File: config.mk
export PLATFORM = sky130hd
export DESIGN_NAME = fir_out_requant
export DESIGN_NICKNAME = d
export VERILOG_FILES = /design/src/rtl/fir_pkg.sv /design/src/rtl/sync_fifo.sv /design/src/rtl/fir_out_requant.sv
export SDC_FILE = /design/constraint.sdc
export NUM_CORES = 1
export LEC_CHECK = 0
export ABC_CLOCK_PERIOD_IN_PS = 10000
export CAP_MARGIN = 20
export CORE_MARGIN = 4
export CORE_UTILIZATION = 30
export DETAILED_ROUTE_END_ITERATION = 10
export DONT_BUFFER_PORTS = 1
export PLACE_DENSITY_LB_ADDON = 0.15
export SLEW_MARGIN = 20
export SYNTH_ARGS = -nofsm -noshare
export SYNTH_HDL_FRONTEND = slang
export SYNTH_SLANG_ARGS = --single-unit
File: constraint.sdc
create_clock -name clk -period 10 [get_ports clk]
set_input_delay 2 -clock clk [delete_from_list [all_inputs] [get_ports clk]]
set_output_delay 2 -clock clk [all_outputs]
set_load 0.01 [all_outputs]
File: src/rtl/fir_pkg.sv
// Shared sample and accumulator definitions for the FIR stage and its requantizer.
`timescale 1ns/1ps
package fir_pkg;
    localparam int SAMPLE_W = 16;
    localparam int ACC_W    = 32;

    typedef logic signed [SAMPLE_W-1:0] sample_t;
    typedef logic signed [ACC_W-1:0]    acc_t;

    localparam sample_t SAT_MAX = 16'sh7FFF;
    localparam sample_t SAT_MIN = 16'sh8000;

    // Staged sample: data plus a flag that saturation was applied.
    typedef struct packed {
        logic    sat;
        sample_t data;
    } rq_t;
endpackage

File: src/rtl/sync_fifo.sv
// First-word-fall-through FIFO with a registered head so the output word holds
// its last value while the FIFO is empty. Level is tracked separately from the
// pointers. A push into a full FIFO is accepted only when a pop happens in the
// same cycle.
`timescale 1ns/1ps
module sync_fifo #(
    parameter int WIDTH = 16,
    parameter int DEPTH = 8
) (
    input  logic                     clk,
    input  logic                     rst,
    input  logic                     clr,
    input  logic                     push,
    input  logic                     pop,
    input  logic [WIDTH-1:0]         din,
    output logic [WIDTH-1:0]         dout,
    output logic                     full,
    output logic                     empty,
    output logic [$clog2(DEPTH):0]   level
);
    localparam int AW = $clog2(DEPTH);

    logic [WIDTH-1:0] mem_q [DEPTH];
    logic [AW-1:0]    wptr_q, rptr_q, rptr_inc;
    logic [AW:0]      level_q;
    logic [WIDTH-1:0] head_q;
    logic             do_push, do_pop;

    assign empty    = (level_q == '0);
    assign full     = (level_q == (AW+1)'(DEPTH));
    assign do_pop   = pop && !empty;
    // A full FIFO still takes the push when the head leaves in the same cycle.
    assign do_push  = push && (!full || do_pop);
    assign rptr_inc = rptr_q + AW'(1);
    assign dout     = head_q;
    assign level    = level_q;

    // Storage array: written on an accepted push, never reset.
    always_ff @(posedge clk) begin
        if (do_push && !clr) mem_q[wptr_q] <= din;
    end

    // Pointers, occupancy and the registered head word.
    always_ff @(posedge clk or negedge rst) begin
        if (!rst) begin
            wptr_q  <= '0;
            rptr_q  <= '0;
            level_q <= '0;
            head_q  <= '0;
        end else if (clr) begin
            wptr_q  <= '0;
            rptr_q  <= '0;
            level_q <= '0;
        end else begin
            if (do_push) wptr_q <= wptr_q + AW'(1);
            if (do_pop)  rptr_q <= rptr_inc;
            case ({do_push, do_pop})
                2'b10:   level_q <= level_q + (AW+1)'(1);
                2'b01:   level_q <= level_q - (AW+1)'(1);
                default: level_q <= level_q;
            endcase
            // Head follows the next stored word on a pop; when the popped word
            // was the last one, the same-cycle push (if any) becomes the head.
            if (do_pop) begin
                if (level_q > (AW+1)'(1)) head_q <= mem_q[rptr_inc];
                else if (do_push)         head_q <= din;
            end else if (do_push && empty) begin
                head_q <= din;
            end
        end
    end
endmodule

File: src/rtl/fir_out_requant.sv
// Requantizes the 32-bit FIR accumulator to 16 bits (round-half-up, saturate),
// optionally decimates, stages one register and buffers into an output FIFO.
`timescale 1ns/1ps
module fir_out_requant
    import fir_pkg::*;
#(
    parameter int SHIFT = 16,  // 1..31
    parameter int DEC_M = 1,   // 1..16
    parameter int DEPTH = 8    // power of two, 2..32
) (
    input  logic                     clk,
    input  logic                     rst,
    input  logic [ACC_W-1:0]         y_in,
    input  logic                     in_valid,
    input  logic                     clr,
    output logic [SAMPLE_W-1:0]      s_out,
    output logic                     out_valid,
    input  logic                     out_ready,
    output logic [$clog2(DEPTH):0]   level,
    output logic                     sat,
    output logic                     ovf
);
    // Work in ACC_W+1 bits so adding the rounding constant can never wrap.
    localparam logic signed [ACC_W:0] RND   = (ACC_W+1)'(1) << (SHIFT-1);
    localparam logic signed [ACC_W:0] R_MAX = {{(ACC_W+1-SAMPLE_W){1'b0}}, SAT_MAX};
    localparam logic signed [ACC_W:0] R_MIN = {{(ACC_W+1-SAMPLE_W){1'b1}}, SAT_MIN};

    logic signed [ACC_W:0] sum, r;
    rq_t                   rq;
    logic                  accept;
    logic [3:0]            phase_q, phase_d;
    logic                  q_valid_q;
    sample_t               q_data_q;
    logic                  sat_q, ovf_q;
    logic                  fifo_full, fifo_empty, pop;

    assign sum = $signed({y_in[ACC_W-1], y_in}) + RND;
    assign r   = sum >>> SHIFT;

    // Clamp the rounded value into the 16-bit range.
    always_comb begin
        rq.sat  = 1'b0;
        rq.data = r[SAMPLE_W-1:0];
        if (r > R_MAX) begin
            rq.sat  = 1'b1;
            rq.data = SAT_MAX;
        end else if (r < R_MIN) begin
            rq.sat  = 1'b1;
            rq.data = SAT_MIN;
        end
    end

    // Decimation phase advances on every input sample and wraps at DEC_M.
    always_comb begin
        phase_d = phase_q;
        if (in_valid) phase_d = (phase_q == 4'(DEC_M-1)) ? 4'd0 : phase_q + 4'd1;
    end

    assign accept = in_valid && (phase_q == 4'd0);

    // Stage 1: capture the accepted sample and track saturation.
    always_ff @(posedge clk or negedge rst) begin
        if (!rst) begin
            phase_q   <= '0;
            q_valid_q <= 1'b0;
            q_data_q  <= '0;
            sat_q     <= 1'b0;
        end else if (clr) begin
            phase_q   <= '0;
            q_valid_q <= 1'b0;
            sat_q     <= 1'b0;
        end else begin
            phase_q   <= phase_d;
            q_valid_q <= accept;
            if (accept)          q_data_q <= rq.data;
            if (accept && rq.sat) sat_q   <= 1'b1;
        end
    end

    assign out_valid = !fifo_empty;
    assign pop       = out_valid && out_ready;

    // Overflow is flagged only when a push is actually lost.
    always_ff @(posedge clk or negedge rst) begin
        if (!rst)                                  ovf_q <= 1'b0;
        else if (clr)                              ovf_q <= 1'b0;
        else if (q_valid_q && fifo_full && !pop)   ovf_q <= 1'b1;
    end

    assign sat = sat_q;
    assign ovf = ovf_q;

    sync_fifo #(.WIDTH(SAMPLE_W), .DEPTH(DEPTH)) u_fifo (
        .clk   (clk),
        .rst   (rst),
        .clr   (clr),
        .push  (q_valid_q),
        .pop   (pop),
        .din   (q_data_q),
        .dout  (s_out),
        .full  (fifo_full),
        .empty (fifo_empty),
        .level (level)
    );
endmodule
Word level (Yosys, flattened, before mapping)
Memory sizes are Yosys's and may differ from the RTL's.
Cells that the tools add are included.
Widths: inputs -> output; s select.
{"block": "totals", "output_inout_bits": 23, "elab_cells": 71, "ram_bits": 128, "memories": 1, "input_bits": 37, "ff_bits": 49}
{"name": "u_fifo.mem_q", "words": 8, "word_bits": 16, "rd": 1, "rd_clocked_by_memory_dff": 0, "wr": 1, "line": "sync_fifo.sv:23", "rtl": "logic [WIDTH-1:0] mem_q [DEPTH];"}
{"block": "op_classes", "reduce_logical": 25, "muxes": 22, "n_eq_ne": 4, "n_addsub": 6, "magnitude_cmp": 3, "bitwise": 1}
{"operator": "$mux 16", "count": 4}
{"operator": "$mux 17", "count": 2}
{"operator": "$add 32x17->33 const B", "count": 1}
{"operator": "$gt 17x16->1 const B", "count": 1}
{"operator": "$lt 17x16->1 const B", "count": 1}
{"operator": "$mux 4", "count": 4}
{"operator": "$mux 3", "count": 4}
{"operator": "$reduce_bool 2->1", "count": 6}
{"operator": "$logic_and 1x1->1", "count": 9}
{"operator": "$add 4x1->4 const B", "count": 2}
{"operator": "$logic_not 4->1", "count": 2}
{"operator": "$pmux 4 s2", "count": 1}
{"operator": "$mux 1", "count": 7}
{"operator": "$add 3x1->3 const B", "count": 2}
{"operator": "$eq 4x4->1 const B", "count": 1}
{"operator": "$gt 4x1->1 const B", "count": 1}
{"operator": "$logic_not 1->1", "count": 4}
{"operator": "$sub 4x1->4 const B", "count": 1}
{"operator": "$ne 3x2->1 const B", "count": 1}
{"operator": "$reduce_and 3->1", "count": 1}
{"operator": "$reduce_bool 3->1", "count": 1}
{"operator": "$eq 2x1->1 const B", "count": 1}
{"operator": "$eq 2x2->1 const B", "count": 1}
{"operator": "$reduce_and 2->1", "count": 1}
{"operator": "other kinds (2)", "count": 2}

Logic depth before layout (Yosys ltp)
Gate-level depths: netlist (run 1).
{"block": "logic_depth", "word_depth": 9, "ltp_mapped": 8, "mapped_depth_nobuf": 7}

Hierarchy
Synthesis (run 1) repeated with hierarchy kept, for this count alone.
{"block": "unflattened", "hier_cells": 582, "area_unflattened_um2": 7886.3}
{"mod": "sync_fifo", "cells_per_inst": 428, "area_each_um2": 6517.5, "instances": 1}
{"mod": "fir_out_requant", "cells_per_inst": 154, "area_each_um2": 1368.8, "instances": 1}

Least setup slack after synthesis (run 1)
No wires, ideal clock.
{"block": "synth_timing", "kind": "input to register", "from": "input out_ready", "to": "memory u_fifo.mem_q[6][0] (enable)", "path_buffers": 1, "setup_ps": 430, "cell_stages": 5, "required_time_ps": 9570, "path_slack_ps": 5408, "arrival_time_ps": 4161, "cell_sequence": "nand4bb_1 and2_1 buf_2 nand2_1 nor4_1"}
{"block": "synth_via", "elab_chain_len": 7}
{"item": "from (decl)", "line": "fir_out_requant.sv:18", "rtl": "input logic out_ready,"}
{"item": "$logic_and 1x1->1", "line": "fir_out_requant.sv:81", "rtl": "assign pop = out_valid && out_ready;"}
{"item": "$logic_and 1x1->1", "line": "sync_fifo.sv:31", "rtl": "assign do_pop = pop && !empty;"}
{"item": "$logic_or 1x1->1", "line": "sync_fifo.sv:33", "rtl": "assign do_push = push && (!full || do_pop);"}
{"item": "$logic_and 1x1->1", "line": "sync_fifo.sv:33"}
{"item": "$logic_and 1x1->1", "line": "sync_fifo.sv:40", "rtl": "if (do_push && !clr) mem_q[wptr_q] <= din;"}
{"item": "$mux 1", "line": "sync_fifo.sv:40"}
{"item": "$mux 1 (implied by the code)", "line": "sync_fifo.sv:40"}
{"item": "to (decl)", "line": "sync_fifo.sv:23"}
Every way passes these cells.

Worst setup path in the final report (run 1)
{"block": "layout_timing", "from": "register u_fifo.level_q[0], in the netlist u_fifo.level[0]", "to": "output out_valid"}
{"block": "layout_via", "elab_chain_len": 2}
{"item": "from (decl)", "line": "sync_fifo.sv:25", "rtl": "logic [AW:0] level_q;"}
{"item": "from (signal assigned)", "line": "sync_fifo.sv:58", "rtl": "2'b10: level_q <= level_q + (AW+1)'(1);"}
{"item": "from (signal assigned)", "line": "sync_fifo.sv:59", "rtl": "2'b01: level_q <= level_q - (AW+1)'(1);"}
{"item": "from (signal assigned)", "line": "sync_fifo.sv:60", "rtl": "default: level_q <= level_q;"}
{"item": "$logic_not 4->1", "line": "sync_fifo.sv:29", "rtl": "assign empty = (level_q == '0);"}
{"item": "$logic_not 1->1", "line": "fir_out_requant.sv:80", "rtl": "assign out_valid = !fifo_empty;"}
{"item": "to (decl)", "line": "fir_out_requant.sv:17", "rtl": "output logic out_valid,"}
Every way passes these cells.

==> results of run 1 <==
==> registers in the layout, summed over array words and instances (netlist names) <==
signal	cells
u_fifo.mem_q	128
u_fifo.dout	16
q_valid_q	1
u_fifo.level	4
sat	1
q_data_q	16
ovf	1
u_fifo.rptr_q	3
phase_q	4
u_fifo.wptr_q	3
==> worst max path at each step <==
stage | startpoint | cells past startpoint | slack [ns] | end
after floorplan | out_ready | 5 | 5.41 | u_fifo.mem_q[6][0]$_DFFE_PP_
after global placement | out_ready | 4 | 5.86 | u_fifo.mem_q[5][8]$_DFFE_PP_
after detailed placement | out_ready | 4 | 5.77 | u_fifo.mem_q[7][8]$_DFFE_PP_
after CTS | u_fifo.level[0]$_DFFE_PN0P_ | 4 | 6.08 | out_valid
after global routing | u_fifo.level[1]$_DFFE_PN0P_ | 4 | 5.90 | out_valid
final | u_fifo.level[0]$_DFFE_PN0P_ | 4 | 6.09 | out_valid
==> synthesized netlist by cell type, drive strengths merged (3+ instances only) <==
master and count:
nor3 7, and3 3, nand4 8, o22a 5
dfrtp 49, edfxtp 128, inv 10, nor4 5
clkbuf 10, a21oi 14, buf 14, o21ai 37
nor2 37, mux4 32, xnor2 10, nand3 26
ha 8, xor2 15, nand2 66
==> layer usage <==
metal  vias up  wire (um)
met5         -          0
met4         0        212
met3        21        914
met2        98       7740
met1      2092       7540
li1       1932          -
==> worst max-delay path: stages (launching register included) <==
cell     delay, ns
dfrtp_1       0.48
inv_1         0.14
ha_1          0.22
nor3b_1       0.46
inv_1         0.19
==> layout make-up <==
cell class | count | area, um^2 | area share, %
Sequential cell | 177 | 5070 | 59.5
Clock inverter | 13 | 114 | 1.34
Tap cell | 324 | 405 | 4.76
Timing Repair Buffer | 11 | 101 | 1.19
Inverter | 10 | 37.5 | 0.441
Clock buffer | 19 | 433 | 5.08
Multi-Input combinational cell | 301 | 2360 | 27.7
==> power groups by stage <==
stage	clock, mW	combinational [mW]	sequential (mW)
finish	0.620	0.379	0.953
global route	0.672	0.432	0.964
global placement	0	0.384	0.965
detailed placement	0	0.386	0.972
floorplan	0	0.302	0.940
CTS	0.640	0.388	0.956
==> logic make-up after synthesis <==
kind of cell    after synthesis  share of synthesized area, %
flops                       177                          67.6
simple gates                166                          10.6
compound gates               68                          5.57
buf+inv                      34                          2.09
mux                          34                          9.89
xor+xnor                     25                          2.92
fa+ha+maj                     8                          1.33
==> out/metrics.cfg, run 1 <==
[power]
power_mw = 1.95
power_density_nw_per_um2 = 229
power_frac_clock_pct = 31.8
switching_share_pct = 29.8
power_frac_seq_pct = 48.8
irDropWorstVdd_uv = 86.8
p_int_mw = 1.37
p_comb_share_pct = 19.4
leakagePower_nw = 2.85
power.switching_mw = 0.582

[sta]
fmax_mhz = 255
fin_ws_ns = 6.09
fin_skew_ns = 0.0103
worst_pin_slew_ns = 0.984
period_share_pct = 39.1
rsz0062_at_grt = no
finalHoldViolCount = 0
hold_slack_ns = 0.533
finalSetupViolCount = 0
min_period_ns = 3.91
slew_headroom_pct = 34.2
maxSlewViolCount = 0
finalSetupTns_ns = 0

[finish]
layout_commonest_cell = edfxtp_1
drive_gt1_share_pct = 18.1
fin_util_pct = 34.8
fin_nets = 563
final_cell_mix = edfxtp_1 (128), nand2_1 (66), dfrtp_1 (48)
area_growth_pct = 13.6
num_antenna_cells = 0
layout.cells.non_filler = 855
fillers = 2357
stdcell_area_um2 = 8520

[worst_hold_path]
hold_class = reg2reg
hold_end = u_fifo.rptr_q[1]$_DFFE_PN0P_
holdCritStartpoint = u_fifo.rptr_q[1]$_DFFE_PN0P_
whs_path_depth = 2

[die]
initial_core_util_pct = 30.7
die_area_um2 = 27600
io_pins = 60
die_height_um = 166
die_width_um = 166
core_area_um2 = 24500
std_cell_rows = 57

[logic_synthesis]
yosysSeqAreaShare_pct = 67.6
ys.flop_type = edfxtp_1
syn_inst = 512
ys_seq_elements = 177
netlist.top_cell.by_area = edfxtp_1
syn_area_um2 = 7500
ys_warn_count = 0
synth_edf_count = 128
syn_nets = 557
synth_top_area_share_pct = 51.3
synth.top_cells.by_area = edfxtp_1 (51%), dfrtp_1 (16%), mux4_2 (9.6%)
async_reset_ff_share_pct = 27.7
syn_avg_cell_area_um2 = 14.6
ys_types = 51

[worst_setup_path]
start_kind = flop
reg2reg_to = u_fifo.mem_q[7][12]$_DFFE_PP_
end_kind = output pin
critPathArrivalTime_ns = 1.91
ff2ff_setup_slack_ns = 6.99
crit_path_max_fanout = 6
rr_worst_depth = 6
r2r_start = u_fifo.level[0]$_DFFE_PN0P_
worstPathRequired_ns = 8.00
crit_type = reg2out

[clock_network]
numCtsBuffers = 17
h-tree-depth = 4
clock_latency_ns = 0.42
clk_pin_slew_worst_paths_ns = 0.07
cts_root_buffer = clkbuf_16
cts_resized = 0
hold_buffers = 0
post-cts-setup-buffer-count = 0
ctsLongestPathBuffers = 2
cts_tree = built
numClockSinks = 177

[routing]
num_vias = 4143
drt_iter0_drc = 308
drc = 0
viasPerCell = 4.85
firstDrtPassIters = 4
wl_per_cell_um = 19.2
finalWirelength_mm = 16.4
antenna_left = 0

[global_routing]
grt_busiest_layer = met2
grt_pass1_vias = 4472
gr-usage-met3_pct = 3.55
overflow = 0
grt_util_met2_pct = 19.3
grt_use_total_pct = 12.3
met1_usage_pct = 16.7
antenna_found_initial = 0
grt_pass1_wl_mm = 26.0
grt_max_degree = 50

[place]
dp.cells = 821
place_area_um2 = 7940
gp_congestion = 0.805
dp_worst_setup_slack_ns = 5.77
numPortBuffers = 0
dp_hpwl_mm = 10.3

[job]
cap_violations = 0

[status]
status = finished, final reports clean

No activity file was read; power rests on OpenSTA's default activity.
==> run 2: changes to the inputs <==
ABC_CLOCK_PERIOD_IN_PS = 3350   (was 10000)
clock period = 3.35 ns   (was 10 ns; I/O delays follow)
==> run 2 against run 1 <==
Clock-buffer cell count grew 2. Critical path type unchanged. Highest routed layer unchanged. Global-route usage grew 0.27 points. Die area unchanged. Largest power group unchanged.
==> out/metrics.cfg, run 2 (synthesis results as in run 1) <==
[finish]
multi_input_area_um2 = 2320  ; -1.8%
largest_reg_flops = 128  ; unchanged
layout_commonest_cell = edfxtp_1
fillers = 2344  ; -0.55%
largest_register = u_fifo.mem_q
fin_nets = 570  ; +1.2%
fin_util_pct = 35.1  ; +0.27 points
layout.cells.non_filler = 862  ; +0.82%
final_cell_mix = edfxtp_1 (128), nand2_1 (66), dfrtp_1 (48)
area_growth_pct = 14.5
seq_area_um2 = 5070  ; unchanged
drive_gt1_share_pct = 18.4  ; +0.32 points
stdcell_area_um2 = 8590  ; +0.76%
num_antenna_cells = 0  ; unchanged

[sta]
hold_slack_ns = 0.103  ; -0.431 ns
rsz0062_at_grt = no
slew_headroom_pct = 47.6  ; +13 points
fmax_mhz = 384
fin_skew_ns = 0.0114  ; +0.00112 ns
min_period_ns = 2.61
worst_pin_slew_ns = 0.786  ; -0.198 ns
fin_ws_ns = 0.743  ; -5.34 ns
finalHoldViolCount = 0  ; unchanged
period_share_pct = 77.8
finalSetupTns_ns = 0  ; unchanged
maxSlewViolCount = 0  ; unchanged
finalSetupViolCount = 0  ; unchanged

[global_routing]
overflow = 0  ; unchanged
grt_max_degree = 50  ; unchanged
grt_use_total_pct = 12.6  ; +0.27 points
antenna_found_initial = 0  ; unchanged
grt_pass1_vias = 4480  ; +0.18%
grt_pass1_wl_mm = 26.4  ; +1.2%

[clock_network]
clk_pin_slew_worst_paths_ns = 0.07  ; about the same
numCtsBuffers = 17  ; unchanged
h-tree-depth = 4  ; unchanged
cts_root_buffer = clkbuf_16
cts_tree = built
clock_latency_ns = 0.43  ; about the same
numClockSinks = 177  ; unchanged
cts_resized = 0  ; unchanged
ctsLongestPathBuffers = 2  ; unchanged

[die]
die_height_um = 166  ; unchanged
die_area_um2 = 27600  ; unchanged
initial_core_util_pct = 30.7  ; unchanged
die_width_um = 166  ; unchanged
io_pins = 60  ; unchanged
core_area_um2 = 24500  ; unchanged
std_cell_rows = 57  ; unchanged

[worst_hold_path]
hold_class = in2async

[power]
irDropWorstVdd_uv = 309  ; +260%
switching_share_pct = 28.8  ; -0.99 points
p_int_mw = 4.28  ; +210%
power_frac_seq_pct = 47.3  ; -1.5 points
power_density_nw_per_um2 = 701  ; +210%
power_frac_clock_pct = 32.9  ; +1.1 points
power_mw = 6.02  ; +210%
leakagePower_nw = 2.91  ; +2.0%
p_comb_share_pct = 19.8  ; +0.4 points
power.switching_mw = 1.73  ; +200%

[routing]
drc = 0  ; unchanged
firstDrtPassIters = 5  ; +1
finalWirelength_mm = 16.8  ; +2.3%
num_vias = 4148  ; +0.12%
drt_iter0_drc = 254  ; -18%
viasPerCell = 4.81  ; -0.69%
wl_per_cell_um = 19.5  ; +1.5%
antenna_left = 0  ; unchanged

[worst_setup_path]
crit_type = reg2out
end_kind = output pin
rr_worst_depth = 7  ; +1
worstPathRequired_ns = 2.68  ; -5.32 ns
ff2ff_setup_slack_ns = 0.81  ; -6.18 ns
critPathArrivalTime_ns = 1.94  ; +0.03 ns
reg2reg_to = u_fifo.mem_q[5][2]$_DFFE_PP_
r2r_start = u_fifo.level[0]$_DFFE_PN0P_
crit_path_max_fanout = 6  ; unchanged
start_kind = flop

[place]
place_area_um2 = 7970  ; +0.33%
dp_hpwl_mm = 10.5  ; +1.8%
dp_worst_setup_slack_ns = 0.803  ; -4.96 ns
gp_congestion = 0.796  ; -1.2%
dp.cells = 829  ; +0.97%
numPortBuffers = 0  ; unchanged

[status]
status = finished, final reports clean

[job]
cap_violations = 0  ; unchanged

-- run 2: worst max path at each step --
stage / startpoint / to / slack, ns
floorplan: u_fifo.level[0]$_DFFE_PN0P_ / u_fifo.mem_q[6][0]$_DFFE_PP_ / 0.02
CTS: u_fifo.level[1]$_DFFE_PN0P_ / out_valid / 0.73
finish: u_fifo.level[1]$_DFFE_PN0P_ / out_valid / 0.74
detailed placement: u_fifo.level[0]$_DFFE_PN0P_ / u_fifo.mem_q[5][9]$_DFFE_PP_ / 0.80
global route: u_fifo.level[0]$_DFFE_PN0P_ / out_valid / 0.59
global placement: u_fifo.level[0]$_DFFE_PN0P_ / u_fifo.mem_q[6][9]$_DFFE_PP_ / 0.89
-- run 2: routing by layer --
| layer | global-route usage (%) | share of wire, % | up-vias |
|---|---|---|---|
| li1 | - | - | 1949 |
| met1 | 16.5 | 46 | 2106 |
| met2 | 20.8 | 49 | 85 |
| met3 | 3.67 | 3.9 | 8 |
| met4 | 2.94 | 0.89 | 0 |
| met5 | 0 | 0 | - |
-- run 2: cell type report --
type / count / area share (%)
repair buffers: 18 / 1.95
well taps: 324 / 4.72
multi-input cells: 301 / 27.0
inverters: 10 / 0.437
clock inverters: 11 / 1.60
flip-flops and latches: 177 / 59.1
clock buffers: 21 / 5.25
-- run 2: what timing repair did --
| action | CTS | global route |
|---|---|---|
| hold buffers | 1 | 0 |
| buffers inserted | 0 | 0 |
| setup endpoints to repair | 0 | 0 |
| hold endpoints to repair | 49 | 0 |
-- run 2: power groups by stage --
stage	Clock, mW	Sequential (mW)	Combinational, mW
6_report	1.98	2.84	1.19
5_1_grt	2.12	2.88	1.34
4_1_cts	2.04	2.85	1.22
3_5_place_dp	0	2.90	1.20
3_3_place_gp	0	2.88	1.17
2_1_floorplan	0	2.81	0.900
-- run 2: worst max-delay path, stage by stage, from the launching register on --
cell     delay, ns
dfrtp_1       0.48
inv_1         0.15
ha_1          0.22
nor3b_1       0.48
inv_1         0.20
==> run 3: changes to the inputs <==
ABC_CLOCK_PERIOD_IN_PS = 2200   (was 3350)
clock period = 2.2 ns   (was 3.35 ns; I/O delays follow)
==> run 3 against run 2 <==
Die area stayed put. Routed wire length is 4.0% lower. Register-to-register slack worse by 0.64 ns. Clock power is 59% higher. Critical path depth is 1 higher. Highest routed layer unchanged. Flip-flop and latch count stayed put. Clock-buffer cell count is 2 lower. Global-route usage is 0.48 points lower. Sequential share of layout area is 1.9 points lower.
==> out/metrics.cfg, run 3 (synthesis results as in run 1) <==
[sta]
finalHoldViolCount = 0  ; unchanged
min_period_ns = 2.05
rsz0062_at_grt = no
fin_ws_ns = 0.147  ; -0.597 ns
finalSetupViolCount = 0  ; unchanged
maxSlewViolCount = 0  ; unchanged
slew_headroom_pct = 66.3  ; +19 points
period_share_pct = 93.3
fin_skew_ns = 0.00883  ; -0.00260 ns
fmax_mhz = 487
worst_pin_slew_ns = 0.504  ; -0.282 ns

[finish]
largest_register = u_fifo.mem_q
num_antenna_cells = 0  ; unchanged
fin_nets = 578  ; +1.4%
largest_reg_flops = 128  ; unchanged
final_cell_mix = edfxtp_1 (128), nand2_1 (65), dfrtp_1 (46)
multi_input_area_um2 = 2350  ; +1.7%
layout_commonest_cell = edfxtp_1
area_growth_pct = 18.4
fillers = 2349  ; +0.21%
drive_gt1_share_pct = 21.4  ; +3.0 points
seq_area_um2 = 5070  ; about the same
stdcell_area_um2 = 8880  ; +3.5%

[routing]
antenna_left = 0  ; unchanged
wl_per_cell_um = 18.5  ; -4.8%
drt_iter0_drc = 268  ; +5.5%
drc = 0  ; unchanged
num_vias = 4167  ; +0.46%
finalWirelength_mm = 16.1  ; -4.0%
viasPerCell = 4.79  ; -0.47%
firstDrtPassIters = 4  ; -1

[worst_setup_path]
slowest_delay_ns = 0.45  ; -0.03 ns
ff2ff_setup_slack_ns = 0.17  ; -0.64 ns
rr_worst_depth = 8  ; +1
crit_slowest_cell = dfrtp_2
start_kind = flop
crit_path_max_fanout = 6  ; unchanged
worstPathRequired_ns = 1.76  ; -0.92 ns
path_delay_family = flip-flops
r2r_start = phase_q[0]$_DFFE_PN0P_
crit_buf_inv = 3  ; +1
end_kind = output pin
crit_chain = inv_2 -> ha_2 -> nor3b_1 -> buf_4 -> inv_1
reg2reg_to = q_data_q[14]$_DFFE_PN0P_
critPathArrivalTime_ns = 1.61  ; -0.33 ns
crit_type = reg2out

[global_routing]
grt_pass1_vias = 4368  ; -2.5%
grt_pass1_wl_mm = 25.6  ; -2.8%
antenna_found_initial = 0  ; unchanged
grt_use_total_pct = 12.1  ; -0.48 points
grt_max_degree = 50  ; unchanged
overflow = 0  ; unchanged

[worst_hold_path]
hold_class = in2reg
hold_end = ovf$_DFFE_PN0P_
whs_path_depth = 1
holdCritStartpoint = clr

[die]
die_area_um2 = 27600  ; unchanged
io_pins = 60  ; unchanged
die_width_um = 166  ; unchanged
std_cell_rows = 57  ; unchanged
initial_core_util_pct = 30.7  ; unchanged
die_height_um = 166  ; unchanged
core_area_um2 = 24500  ; unchanged

[place]
place_area_um2 = 8210  ; +3.0%
numPortBuffers = 0  ; unchanged
dp_hpwl_mm = 10.3  ; -1.9%
dp_worst_setup_slack_ns = 0.0105  ; -0.793 ns
gp_congestion = 0.821  ; +3.1%

[clock_network]
cts_resized = 0  ; unchanged
cts_root_buffer = clkbuf_16
ctsLongestPathBuffers = 2  ; unchanged
clock_latency_ns = 0.42  ; about the same
numCtsBuffers = 17  ; unchanged
h-tree-depth = 4  ; unchanged
cts_tree = built
clk_pin_slew_worst_paths_ns = 0.07  ; about the same
numClockSinks = 177  ; unchanged

[power]
power_density_nw_per_um2 = 1060  ; +51%
leakagePower_nw = 3.02  ; +3.7%
irDropWorstVdd_uv = 467  ; +51%

[status]
status = finished, final reports clean

[job]
cap_violations = 0  ; unchanged

## run 3: changes by cell type in the layout (fill, tap and decap cells not counted), moves of 3 or more
cell	change
buf_12	+13
buf_4	-6
inv_6	+5
nor4_2	-3
nor4_4	+3
## run 3: worst max path at each step
stage	startpoint	to	cells after the start
after floorplan	u_fifo.level[0]$_DFFE_PN0P_	u_fifo.mem_q[5][0]$_DFFE_PP_	7
after global placement	phase_q[0]$_DFFE_PN0P_	q_data_q[14]$_DFFE_PN0P_	7
after detailed placement	phase_q[0]$_DFFE_PN0P_	q_data_q[14]$_DFFE_PN0P_	7
after CTS	u_fifo.level[0]$_DFFE_PN0P_	out_valid	5
after global routing	u_fifo.level[0]$_DFFE_PN0P_	u_fifo.dout[5]$_DFFE_PN0P_	8
final	u_fifo.level[0]$_DFFE_PN0P_	out_valid	5
## run 3: per-stage QoR
step	util (%)	std cells	power, mW	TNS [ns]	hold WS, ns
after CTS	36.3	870	9.56	0	0.0502
after global routing	36.3	870	9.92	0	0.0528
after global placement	33.5	835	6.33	0	0.147
after detailed placement	33.5	835	6.37	0	0.148
after floorplan	-	512	5.67	-2.74	0.144
final	36.3	870	9.41	0	0.0787
## run 3: what timing repair did
item	4_1_cts	5_1_grt
endpoints found under the setup margin	2	0
endpoints found under the hold margin	49	0
buffers inserted	1	0
hold buffers	2	0
## run 3: layout make-up
type / count / area share [%]
clock buffer: 19 / 4.99
clock inverter: 13 / 1.97
inverter: 10 / 0.423
multi-input combinational: 301 / 26.5
sequential: 177 / 57.1
tap: 324 / 4.56
timing repair buffer: 26 / 4.42
## run 3: power breakdown
part           total (mW)  internal, mW  switching, mW
Sequential           4.29          3.93          0.365
Clock                3.15          1.85           1.30
Combinational        1.97         0.915           1.06
## run 3: metal layers
metal | part of all wire [%] | global-route usage [%] | up-vias
met5 | 0 | 0 | -
met2 | 50 | 20.0 | 70
met3 | 4.1 | 2.93 | 11
li1 | - | - | 1962
met1 | 45 | 15.7 | 2124
met4 | 1.1 | 3.98 | 0
